## config.mk

```make
export PLATFORM = sky130hd
export DESIGN_NAME = if_fetch_stage
export DESIGN_NICKNAME = d
export VERILOG_FILES = /design/src/rtl/if_fetch_stage.sv
export SDC_FILE = /design/constraint.sdc
export NUM_CORES = 1
export LEC_CHECK = 0
export BUFFER_PORTS_ARGS = -buffer_cell sky130_fd_sc_hd__clkbuf_2
export CAP_MARGIN = 20
export CELL_PAD_IN_SITES_DETAIL_PLACEMENT = 1
export CELL_PAD_IN_SITES_GLOBAL_PLACEMENT = 1
export CORE_AREA = 3 3 108 162
export CTS_CLUSTER_DIAMETER = 60
export DETAILED_ROUTE_END_ITERATION = 10
export DIE_AREA = 0 0 111 165
export PLACE_DENSITY = 0.84
export SKIP_LAST_GASP = 1
export SLEW_MARGIN = 20
export SYNTH_ARGS = -nofsm -noshare
export SYNTH_HDL_FRONTEND = slang
export SYNTH_SLANG_ARGS = --single-unit
export TNS_END_PERCENT = 50
```

## constraint.sdc

```tcl
create_clock -name clk -period 3.5 [get_ports clk]
set_input_delay 0.7 -clock clk [delete_from_list [all_inputs] [get_ports clk]]
set_output_delay 0.7 -clock clk [all_outputs]
set_load 0.005 [all_outputs]
```

## src/rtl/if_fetch_stage.sv

```systemverilog
// if_fetch_stage: instruction-fetch initiator for the 5-stage RISC-V pipeline.
// Owns the PC, presents it to a combinational instruction memory, and captures
// the returned word into the IF/ID pipeline register. The per-edge update
// priority is reset > redirect > stall > advance.
// Optional feature macro: FETCH_PERF_CNT_EN adds fetch and bubble counters.
// When that macro is undefined, both counter outputs are tied to zero.
module if_fetch_stage #(
  parameter logic [31:0] RESET_PC = 32'h0000_0000,
  parameter logic [31:0] NOP_INST = 32'h0000_0013
) (
  input  logic        clk,
  input  logic        reset,
  output logic [31:0] imem_addr,
  input  logic [31:0] imem_inst,
  input  logic        stall,
  input  logic        flush,
  input  logic        redirect_valid,
  input  logic [31:0] redirect_pc,
  output logic        if_id_valid,
  output logic [31:0] if_id_pc,
  output logic [31:0] if_id_pc4,
  output logic [31:0] if_id_inst,
  output logic [31:0] fetch_cnt,
  output logic [31:0] bubble_cnt
);

  logic [31:0] r_pc;
  logic        r_if_id_valid;
  logic [31:0] r_if_id_pc;
  logic [31:0] r_if_id_pc4;
  logic [31:0] r_if_id_inst;

  logic [31:0] w_pc_plus4;
  logic [31:0] w_pc_nxt;
  logic        w_capture;
  logic        w_bubble;
  logic        w_unused_lsbs;

  // The redirect target is always word aligned, so its two low bits are dropped.
  assign w_unused_lsbs = ^redirect_pc[1:0];
  assign w_pc_plus4    = r_pc + 32'd4;

  // Priority mux selecting the next PC and the kind of IF/ID update.
  always_comb begin
    w_pc_nxt  = r_pc;
    w_capture = 1'b0;
    w_bubble  = 1'b0;
    if (redirect_valid) begin
      w_pc_nxt = {redirect_pc[31:2], 2'b00};
      w_bubble = 1'b1;
    end else if (flush && !stall) begin
      w_pc_nxt = w_pc_plus4;
      w_bubble = 1'b1;
    end else if (stall) begin
      w_pc_nxt = r_pc;
    end else begin
      w_pc_nxt  = w_pc_plus4;
      w_capture = 1'b1;
    end
  end

  // PC register and IF/ID register. A bubble keeps pc/pc4 and replaces the instruction.
  always_ff @(posedge clk) begin
    if (reset) begin
      r_pc          <= RESET_PC;
      r_if_id_valid <= 1'b0;
      r_if_id_pc    <= 32'h0000_0000;
      r_if_id_pc4   <= 32'h0000_0004;
      r_if_id_inst  <= NOP_INST;
    end else begin
      r_pc <= w_pc_nxt;
      if (w_capture) begin
        r_if_id_valid <= 1'b1;
        r_if_id_pc    <= r_pc;
        r_if_id_pc4   <= w_pc_plus4;
        r_if_id_inst  <= imem_inst;
      end else if (w_bubble) begin
        r_if_id_valid <= 1'b0;
        r_if_id_inst  <= NOP_INST;
      end
    end
  end

  assign imem_addr   = r_pc;
  assign if_id_valid = r_if_id_valid;
  assign if_id_pc    = r_if_id_pc;
  assign if_id_pc4   = r_if_id_pc4;
  assign if_id_inst  = r_if_id_inst;

`ifdef FETCH_PERF_CNT_EN
  logic [31:0] r_fetch_cnt;
  logic [31:0] r_bubble_cnt;

  // Performance counters: count captured instructions and inserted bubbles; wrap naturally.
  always_ff @(posedge clk) begin
    if (reset) begin
      r_fetch_cnt  <= 32'h0;
      r_bubble_cnt <= 32'h0;
    end else begin
      if (w_capture) r_fetch_cnt  <= r_fetch_cnt + 32'd1;
      if (w_bubble)  r_bubble_cnt <= r_bubble_cnt + 32'd1;
    end
  end

  assign fetch_cnt  = r_fetch_cnt;
  assign bubble_cnt = r_bubble_cnt;
`else
  assign fetch_cnt  = 32'h0;
  assign bubble_cnt = 32'h0;
`endif

endmodule

```

==> qor.csv <==
stage,metric,value,unit
global_routing,grt_pass1_wl,28350,um
worst_hold_path,hp-start,if_id_pc[19]$_SDFFE_PP0N_,
sta,fmax,393.4,MHz
cts,cts_buffers,17,
power_and_ir_drop,comb_power_share,9.0,%
synth,syn_area_per_cell,8.177,um^2
power_and_ir_drop,irDropWorstVdd,0.0002591,V
sta,setup_tns,0,ns
layout,diodes,0,
synth,synth_async_sr_flop_share,0,%
synth,ys_ff_latch,123,
synth,synthFlopType,dfxtp_1,
sta,maxSlewViolCount,0,
worst_setup_path,endpoint_kind,flip-flop,
worst_setup_path,cp.required,3.81,ns
synth,synth_cells,708,
routing,drt_wl_total,18190,um
worst_setup_path,cp_data_arrival_time,2.85,ns
layout,final_common_cell,clkbuf_2,
layout,fin_nets,937,
synth,syn_area,0.005789,mm^2
cts,htreeDepth,4,
layout,fill_cells,2005,
routing,drc,0,
cts,cts_tree,done,
routing,wl_per_cell,16.75,um
routing,vias_per_cell,4.974,
worst_hold_path,min-delay-path-class,flip-flop to flip-flop,
floorplan,fp.dieW,111,um
routing,firstDrtPassIters,4,
layout,final_layout_size_suffix_gt1_share,27.39,%
power_and_ir_drop,powerDensity,497.5,mW/mm^2
cts,numClockSinks,123,
run,drv_cap,0,
worst_setup_path,path_class,flip-flop to flip-flop,
synth,synth_edf_count,0,
worst_setup_path,crit_path_max_fanout,9,
worst_setup_path,rr_worst_depth,5,
global_routing,antenna_found_initial,0,
layout,syn_to_final_growth,24.25,%
cts,cts_setup_buffers,0,
global_routing,grt_max_degree,119,
power_and_ir_drop,cellLeakagePower,2.961,nW
routing,dr.first_iter.drc_count,177,
cts,cts_resized,0,
sta,skew,0.008362,ns
sta,setup_viol,0,
layout,final_core_util,44.43,%
synth,yosysSeqAreaShare,42.53,%
power_and_ir_drop,p_switching,0.9232,mW
floorplan,initial_core_util,35.76,%
floorplan,dieArea,0.01832,mm^2
cts,clock_path_buffers,2,
synth,synth_cell_types,42,
worst_setup_path,r2r-start,imem_addr[11]$_SDFFE_PP0P_,
worst_hold_path,holdPathEnd,if_id_pc[19]$_SDFFE_PP0N_,
sta,final_hold_viol_count,0,
power_and_ir_drop,clkPwrFrac,48.6,%
worst_hold_path,hold_depth,2,
floorplan,pin_count,262,
floorplan,rows,57,
routing,vias,5402,
global_routing,grt_pass1_vias,5485,
cts,clock_latency,0.41,ns
placed_design,dp_hpwl,13130,um
routing,ant_nets,0,
cts,cts_hold_buf,0,
worst_setup_path,start_kind,flip-flop,
sta,tightest_slew,0.7166,ns
floorplan,die-height,165,um
floorplan,coreArea,0.01619,mm^2
cts,path_clk_slew,0.06,ns
sta,period_minus_slack,2.542,ns
global_routing,grt-ovfl-total,0,
status,status,finished clean,
worst_setup_path,worstReg2RegEnd,imem_addr[29]$_SDFFE_PP0P_,
worst_setup_path,ff2ff_setup_slack,0.96,ns
layout,layout_common_cells,"188 x clkbuf_2, 123 x dfxtp_1, 95 x nand2_1",
synth,yosysWarningCount,0,
global_routing,grt_usage,19.36,%
sta,timing.final.crit_share,72.63,%
sta,holdWs,0.4566,ns
power_and_ir_drop,seqPwrFrac,42.4,%
cts,clock_tree.root_cell,clkbuf_16,
placed_design,place_congestion,0.7682,
sta,rsz0062_at_grt,false,
power_and_ir_drop,swShare,25.80,%
power_and_ir_drop,internal_power,2.656,mW
placed_design,io_buffers,189,
sta,slew_headroom,52.16,%
layout make-up:
cell class              count  area [um^2]  share of cell area, %
clock buffers              18        439.2                  6.105
clock inverters            14        146.4                  2.035
inverters                   4        15.01                 0.2087
multi-input cells         521         2816                  39.15
flip-flops and latches    123         2462                  34.23
well taps                 206        257.7                  3.583
repair buffers            200         1056                  14.68
flip-flops by register name, summed over array words and instances (netlist names):
name	flops
if_id_inst	32
if_id_pc4	30
if_id_pc	30
imem_addr	30
if_id_valid	1
layer usage:
metal,global-route usage (%),vias up,wire (um)
li1,-,2591,-
met1,20.08,2581,6828
met2,37.21,200,9792
met3,5.279,30,1135
met4,6.779,0,436
met5,0,-,0
synthesized netlist by cell type, types with 3 or more instances:
library cell,count,share of area (%)
clkbuf_1,52,3.4
nor4_1,11,1.2
buf_2,6,0.52
nand4_1,9,0.97
a21oi_1,41,3.5
nand2b_1,6,0.65
o22ai_1,3,0.32
buf_4,70,9.1
mux2i_1,5,0.86
xor2_1,17,2.6
o21ai_1,3,0.26
a22oi_1,29,3.8
xnor2_1,34,5.1
dfxtp_1,123,43
nand2_1,95,6.2
nand3_1,16,1.4
nor3_1,21,1.8
o21ai_0,3,0.26
a211oi_1,38,4.9
nor2_1,86,5.6
or3_1,8,0.86
a311oi_1,6,0.91
worst max path at each step:
| stage | startpoint | end | slack, ns |
|---|---|---|---|
| 2_1_floorplan | imem_addr[10]$_SDFFE_PP0P_ | imem_addr[29]$_SDFFE_PP0P_ | 1.15 |
| 3_3_place_gp | stall | if_id_pc[26]$_SDFFE_PP0N_ | 0.94 |
| 3_5_place_dp | stall | if_id_pc[16]$_SDFFE_PP0N_ | 0.88 |
| 4_1_cts | imem_addr[2]$_SDFFE_PP0P_ | imem_addr[30]$_SDFFE_PP0P_ | 0.96 |
| 5_1_grt | imem_addr[2]$_SDFFE_PP0P_ | imem_addr[28]$_SDFFE_PP0P_ | 0.73 |
| 6_report | imem_addr[11]$_SDFFE_PP0P_ | imem_addr[29]$_SDFFE_PP0P_ | 0.96 |
logic make-up after synthesis:
kind of cell	Yosys count	share of synthesized area, %
AOI/OAI and AO/OA	125	14.24
xor gates and xnor gates	51	7.716
adders and majority gates	1	0.2161
buffers and inverters	133	13.42
DFF	123	42.53
muxes	5	0.8645
other	1	0.06477
and+or+nand+nor	269	20.94
stage by stage:
step / power [mW] / setup slack, ns / area [um^2] / cells
final: 3.579 / 0.9578 / 7193 / 1086
after global routing: 3.729 / 0.7274 / 7193 / 1086
after CTS: 3.612 / 0.9570 / 7193 / 1086
after detailed placement: 1.873 / 0.8770 / 6608 / 1054
after global placement: 1.862 / 0.9366 / 6608 / 1054
after floorplan: 1.772 / 1.152 / 6048 / 777
power by group through the flow:
stage / logic (mW) / registers, mW / clock network [mW]
after floorplan: 0.243 / 1.53 / 0
after global placement: 0.315 / 1.55 / 0
after detailed placement: 0.323 / 1.55 / 0
after CTS: 0.325 / 1.52 / 1.77
after global routing: 0.362 / 1.53 / 1.84
final: 0.322 / 1.52 / 1.74
worst max-delay path: stages, from the launching register on:
cell and delay [ns]:
dfxtp_1 0.55, nand4_2 0.20, or4_4 0.62, or3_4 0.41, or4_1 0.40, a311oi_1 0.26
No activity file was read; power rests on OpenSTA's default activity.
